**src/rtl/match_controller.sv**
```systemverilog
// rtl/match_controller.sv - round/score manager for N-player arena games.
// Optional MATCH_DRAW_EN: simultaneous wins score as a draw instead of lowest-index priority.
module match_controller #(
  parameter int NUM_PLAYERS   = 2,
  parameter int WINS_TO_MATCH = 5,
  parameter int HOLD_CYCLES   = 50000000,
  parameter int SCORE_W       = 4,
  parameter int ROUND_W       = 8,
  parameter int IDX_W         = 3
) (
  input  logic                           clk,
  input  logic                           rst,
  input  logic                           start,
  input  logic [NUM_PLAYERS-1:0]         win_pulse,
  output logic                           play_en,
  output logic                           round_rst,
  output logic [NUM_PLAYERS*SCORE_W-1:0] scores,
  output logic [IDX_W-1:0]               last_winner,
  output logic [ROUND_W-1:0]             round_cnt,
  output logic                           match_over,
  output logic [1:0]                     state
);

  typedef enum logic [1:0] {
    IDLE      = 2'd0,
    PLAY      = 2'd1,
    ROUND_END = 2'd2,
    MATCH_END = 2'd3
  } state_e;

  localparam int HOLD_W = (HOLD_CYCLES > 1) ? $clog2(HOLD_CYCLES) : 1;
  localparam logic [HOLD_W-1:0]  HOLD_LOAD = HOLD_W'(HOLD_CYCLES - 1);
  localparam logic [SCORE_W-1:0] WINS_MAX  = SCORE_W'(WINS_TO_MATCH);

  state_e             state_q;
  logic [SCORE_W-1:0] scores_q [NUM_PLAYERS];
  logic [IDX_W-1:0]   last_winner_q;
  logic [ROUND_W-1:0] round_cnt_q;
  logic [HOLD_W-1:0]  hold_q;

  logic [IDX_W-1:0]   win_idx;
  logic               win_any;
  logic               draw;
  logic [SCORE_W-1:0] win_score_d;

  // Scan from the top down so the lowest set index ends up as the winner.
  always_comb begin
    win_idx = '0;
    for (int i = NUM_PLAYERS - 1; i >= 0; i--) begin
      if (win_pulse[i]) win_idx = IDX_W'(i);
    end
    win_any = |win_pulse;
`ifdef MATCH_DRAW_EN
    draw = ($countones(win_pulse) > 1);
`else
    draw = 1'b0;
`endif
    win_score_d = (scores_q[win_idx] >= WINS_MAX) ? scores_q[win_idx]
                                                  : scores_q[win_idx] + 1'b1;
  end

  always_ff @(posedge clk) begin
    if (rst) begin
      state_q       <= IDLE;
      last_winner_q <= '0;
      round_cnt_q   <= '0;
      hold_q        <= '0;
      for (int i = 0; i < NUM_PLAYERS; i++) scores_q[i] <= '0;
    end else begin
      case (state_q)
        IDLE, MATCH_END: begin
          if (start) begin
            state_q     <= PLAY;
            round_cnt_q <= '0;
            for (int i = 0; i < NUM_PLAYERS; i++) scores_q[i] <= '0;
          end
        end
        PLAY: begin
          if (win_any) begin
            round_cnt_q <= round_cnt_q + 1'b1;
            if (draw) begin
              state_q <= ROUND_END;
              hold_q  <= HOLD_LOAD;
            end else begin
              scores_q[win_idx] <= win_score_d;
              last_winner_q     <= win_idx;
              if (win_score_d == WINS_MAX) begin
                state_q <= MATCH_END;
              end else begin
                state_q <= ROUND_END;
                hold_q  <= HOLD_LOAD;
              end
            end
          end
        end
        ROUND_END: begin
          // Loaded with HOLD_CYCLES-1 so the dwell, including the exit cycle, is HOLD_CYCLES.
          if (hold_q == '0) state_q <= PLAY;
          else              hold_q  <= hold_q - 1'b1;
        end
        default: state_q <= IDLE;
      endcase
    end
  end

  always_comb begin
    scores = '0;
    for (int i = 0; i < NUM_PLAYERS; i++) scores[i*SCORE_W +: SCORE_W] = scores_q[i];
  end

  assign play_en     = (state_q == PLAY);
  assign round_rst   = (state_q != PLAY);
  assign match_over  = (state_q == MATCH_END);
  assign state       = state_q;
  assign last_winner = last_winner_q;
  assign round_cnt   = round_cnt_q;

endmodule

```
**config.mk**
```make
export PLATFORM = sky130hd
export DESIGN_NAME = match_controller
export DESIGN_NICKNAME = d
export VERILOG_FILES = /design/src/rtl/match_controller.sv
export SDC_FILE = /design/constraint.sdc
export NUM_CORES = 1
export LEC_CHECK = 0
export CAP_MARGIN = 20
export CORE_MARGIN = 2
export CORE_UTILIZATION = 55
export CTS_BUF_LIST = sky130_fd_sc_hd__clkbuf_4 sky130_fd_sc_hd__clkbuf_8 sky130_fd_sc_hd__clkbuf_16
export CTS_CLUSTER_DIAMETER = 40
export CTS_CLUSTER_SIZE = 40
export DETAILED_ROUTE_END_ITERATION = 10
export HOLD_SLACK_MARGIN = 0.02
export PLACE_DENSITY = 0.8
export SLEW_MARGIN = 20
export SYNTH_ARGS = -nofsm -noshare
export SYNTH_HDL_FRONTEND = slang
export SYNTH_SLANG_ARGS = --single-unit
```
**constraint.sdc**
```tcl
create_clock -name clk -period 2.6 [get_ports clk]
set_input_delay 0.26 -clock clk [delete_from_list [all_inputs] [get_ports clk]]
set_output_delay 0.26 -clock clk [all_outputs]
set_load 0.05 [all_outputs]
```
== Word-level counts from Yosys, hierarchy flattened ==
Memories as Yosys holds them, arrays and structs flattened.
Index checks and enable logic that the tools add are counted.
Widths: inputs -> output; s select.

* $add $sub $neg: 3
* Order comparisons: 1
* Eq/ne operators: 10
* Multiplexer cells: 30
* Bitwise operators: 2
* Reductions and logical operators: 11

{| class="wikitable"
|+ Operators with widths
! cell !! number
|-
| $mux 26 || 3
|-
| $pmux 26 s2 || 1
|-
| $logic_not 26->1 || 1
|-
| $sub 26x1->26 const B || 1
|-
| $mux 4 || 4
|-
| $mux 8 || 2
|-
| $pmux 8 s2 || 1
|-
| $mux 1 || 14
|-
| $add 8x1->8 const B || 1
|-
| $ne 2x2->1 const B || 4
|-
| $mux 2 || 3
|-
| $pmux 2 s3 || 1
|-
| $reduce_and 3->1 || 2
|-
| $add 4x1->4 const B || 1
|-
| $eq 2x2->1 const B || 2
|-
| $eq 4x3->1 const B || 1
|-
| $ge 4x3->1 const B || 1
|-
| $ne 2x1->1 const B || 2
|-
| $reduce_and 4->1 || 1
|-
| $reduce_bool 2->1 || 2
|-
| $reduce_or 2->1 || 2
|-
| $reduce_or 4->1 || 1
|-
| $mux 3 || 1
|-
| $eq 2x1->1 const B || 1
|-
| 3 further kinds || 4
|}

* Register bits after elaboration: 39
* Bits in writable memories: 8
* Input bits: 5
* Output and inout port bits: 24
* Word-level logic and storage cells: 62
* Memories kept: 1

{| class="wikitable"
|+ Memory list
! name !! depth !! width !! rd ports !! clocked after Yosys merged registers in !! write ports !! line !! text
|-
| scores_q || 2 || 4 || 3 || 0 || 2 || 36 || <nowiki>logic [SCORE_W-1:0] scores_q [NUM_PLAYERS];</nowiki>
|}

== Depth between registers and ports, before layout ==
An unclocked memory read counts as a cell.

* Word-level depth: 9
* Gate-level depth with buffers: 9
* Gate-level depth less buffers: 8

== Least setup slack after synthesis ==
No wires, ideal clock.

* Path type: register to register
* From: register state_q[0], in the netlist state[0]
* To: register hold_q[12]
* Setup time: 74 ps
* Arrival time: 3075 ps
* Data required time: 2526 ps
* Path slack: -549 ps
* Stages on the path, launching flop included: 9
* Buffers on the path: 2
* Clock period less this slack: 3149 ps
* Cell sequence: dfxtp_1 ha_1 clkbuf_1 inv_1 a211oi_4 buf_4 o2111ai_2 or3_1 a31oi_1

* Longest elaborated chain between the ends: 3
* Elaborated cells between the ends (all ways): 8
* Classes of those cells: 5 x eq/ne; 1 x mux; 2 x reduce/logical

{| class="wikitable"
|+ Ends and longest elaborated chain
! item !! line !! text
|-
| start, declared || 35 || <nowiki>state_e state_q;</nowiki>
|-
| start signal, assigned || 64 || <nowiki>state_q <= IDLE;</nowiki>
|-
| start signal, assigned || 73 || <nowiki>state_q <= PLAY;</nowiki>
|-
| start signal, assigned || 82 || <nowiki>state_q <= ROUND_END;</nowiki>
|-
| $eq 2x1->1 * || n/a ||
|-
| via play_en || 15 || <nowiki>output logic play_en,</nowiki>
|-
| $ne 2x2->1 (no source line) (tied with other cells) || n/a ||
|-
| $reduce_and 4->1 (no source line) || n/a ||
|-
| end signal, assigned || 99 || <nowiki>else hold_q <= hold_q - 1'b1;</nowiki>
|-
| end, declared || 39 || <nowiki>logic [HOLD_W-1:0] hold_q;</nowiki>
|}

Mark *: on every way through the listed nets, which the timed path passes. The rest lies on a longest branch.
A chain may end at the register's enable or synchronous reset.

== Final worst setup path ==
* From: register hold_q[2]
* To: register hold_q[20]

* Longest elaborated chain between the ends: 3
* Elaborated cells between the ends (all ways): 6
* Classes of those cells: 1 x add/sub; 1 x eq/ne; 2 x mux; 2 x reduce/logical

{| class="wikitable"
|+ Ends and longest elaborated chain
! item !! line
|-
| $sub 26x1->26 / $logic_not 26->1 (equally long branches) || 99, 98
|-
| $mux 26 / $ne 2x2->1 (equally long branches) || n/a
|-
| $pmux 26 s2 / $reduce_and 4->1 (equally long branches) || n/a
|}

Several ways; a longest one is shown, not always the timed one. The select of a mux whose other input is x is not followed.

==> flow_summary.toml <==
[status]
outcome = "finished, final reports clean"

[drt]
router_iterations_before_antenna_repair = 4
remaining_drc_errors = 0
post_drt_via_cell_ratio = 6.05
detailedRoute.firstIterationViolations = 136
drt-total-wl_mm = 5.08
detail-route-antenna-nets = 0
routed-via-count = 2117
routed_wire_length_per_instance_um = 14.5

[final_layout]
final-instance-count-excl-fill = 350
n_antenna_cell = 0
layout.cells.most_common_list = "35 x dfxtp_1, 28 x nor2_1, 26 x clkdlybuf4s50_1"
drive_above_1_share = 0.128
nets = 308
growth_of_design_area_from_synthesis_to_finish_pct = 19.5
post-route-util = 0.669
mostFrequentLayoutCell = "dfxtp_1"

[setup_path]
worstReg2RegStart = "hold_q[2]"
worst-endpoint-arrival_ps = 2570
startpoint = "hold_q[2]"
critical_path_required_ps = 2830
element_type_at_the_critical_path_start = "register"
critPathMaxFanout = 11
critical_path_class = "reg -> reg"
setup.worst_path.end_class = "register"

[grt]
gr-total-overflow = 0
grt_start_max_net_pins = 29
wire_length_of_the_first_global_routing_pass_mm = 9.13
grt_pass1_vias = 2006
globalRouteTotalUtil = 0.228
grt_antenna_before_repair = 0

[logic_synthesis]
yosysSeqAreaShare = 0.408
synth_xor_area_frac = 0.0619
synth_edf_count = 8
synth-seq-cells = 45
largest_family_of_logic_cells_by_synthesized_area = "simple AND/OR/NAND/NOR gates"
muxShareOfSynthArea = 0.0213
post_synth_and_or_nand_nor_area_fraction = 0.233
synth.lib_cells_used.distinct = 54
synth_top_flop_cell = "dfxtp_1"
yosysWarnings = 0
async_flop_share = 0
cells_after_synthesis = 263
synth-adder-area-share = 0.0312
syn_area_per_cell_um2 = 9.14
netlist_area_um2 = 2400
synth-compound-area-share = 0.202

[placed_design]
place_worst_setup_slack_ps = 18.1
buffer_ports.inserted = 26
hpwl_mm = 3.73
routabilityCongestion = 0.850
place_inst = 342

[clock_tree]
clock_latency_on_the_worst_skew_pair_ps = 300
cts_sinks = 45
cts_buffer_depth = 2
ctsHoldBuffers = 0
cts_made_buffers = 5
clock_tree_from_tritoncts = "yes"
cts-resized-gates = 0
post_cts_buffers = 0
htree_num_levels = 2
clock-root-buffer = "clkbuf_8"
path_clk_slew_ps = 80

[sta]
aggregate_negative_setup_slack_ps = 0
relSlewSlack = 0.576
timing_hold_violations_final = 0
layout_worst_path_cycle_share = 0.899
final.min_clock_period_ps = 2340
fin_skew_ps = 6.41
setup_repair_after_global_routing_missed_its_margin = "false"
fmax_mhz = 428
setup_viol_count_final = 0
final_max_tran_viols = 0
setup_slack_ps = 262
tightestPinTransition_ps = 631

[power]
powerDensity_nw_per_um2 = 1290
p_leak_nw = 1.05
max-vdd-ir-drop_uv = 711

[hold_path]
timing.hold.worst.class = "reg -> reg"
hold_path_startpoint = "hold_q[0]"

[die]
core.rowCount = 24
start_util = 0.560
core-area_um2 = 4290
die-area_um2 = 4920
dieWidth_um = 70.1
die_y_um = 70.1
ios = 29

[flow_run]
max_cap_violations = 0
==> through the flow <==
step / area (um^2) / hold WS [ps] / power, W
detailed placement: 2790 / 474 / 0.00326
floorplan: 2430 / 360 / 0.00270
global placement: 2790 / 454 / 0.00321
CTS: 2870 / 486 / 0.00370
finish: 2870 / 472 / 0.00370
global route: 2870 / 498 / 0.00400
==> state kept, by name, summed over array words and instances (netlist names) <==
name         cells
scores_q         8
hold_q          26
state            2
last_winner      1
round_cnt        8
==> final timing paths <==
kind	endpoint	slack, ps	cells after the start
worst max-delay path	hold_q[20]	260	7
worst min-delay path	hold_q[0]	470	1
worst max register to register	hold_q[20]	260	7
worst min register to register	hold_q[0]	470	1
==> power by group <==
group,switching (W),internal [W],total [W]
registers,0.000211,0.000938,0.00115
logic,0.00127,0.000846,0.00211
clock network,0.000237,0.000197,0.000434
total,0.00172,0.00198,0.00370
==> cells in the mapped netlist, types with 2 or more instances <==
cell        n  area [um^2]
and3_1      2         12.5
a311oi_1    2         17.5
o21ai_1     2         10.0
buf_2       2         10.0
clkbuf_1    7         26.3
or4_1       5         37.5
nor2_1     28          105
nor3_1      6         30.0
xnor2_1     2         17.5
xor2_1     15          131
a31oi_1    11         68.8
o21ai_0    11         55.1
nor4_2      2         25.0
buf_4       4         30.0
nand2_1     9         33.8
nor3b_1     2         15.0
or3_1      14         87.6
inv_1       9         33.8
o211ai_1    4         30.0
o21a_1      3         22.5
nand3_1     5         25.0
nand4_1     4         25.0
ha_1        6         75.1
nor2b_1     2         12.5
o2111ai_1   3         26.3
edfxtp_1    8          240
a21oi_1    17         85.1
o31ai_1     3         22.5
mux2i_1     4         40.0
dfxtp_1    37          741
nand2b_1    6         37.5
or2_2       2         12.5
nor4_1      5         31.3
==> critical path: stages (launching register included) <==
cell      delay (ps)
dfxtp_1          370
or4_1            640
nor4b_2          290
buf_4            170
a311oi_1          90
o21ai_1          370
o21ai_0          160
a31oi_1          180
==> cells by family after synthesis <==
logic type               count (synthesis)
adder cells (fa/ha/maj)                  6
flip-flops                              45
buffers and inverters                   22
XOR/XNOR                                17
AND/OR/NAND/NOR                         97
multiplexers                             5
AO/OA/AOI/OAI                           70
other                                    1
==> cell type report <==
type	count	area, um^2
flip-flops and latches	45	986
inverters	9	37.5
repair buffers	39	358
clock buffers	6	76.3
well taps	52	65.1
multi-input cells	197	1340
clock inverters	2	10.0
fillers	381	1420
==> metal layers <==
metal | share of wire | global-route usage
met1 | 0.48 | 0.308
met4 | 0.012 | 0.0662
met3 | 0.036 | 0.0462
met5 | 0 | 0
met2 | 0.47 | 0.370
(Power assumes the default switching activity.)
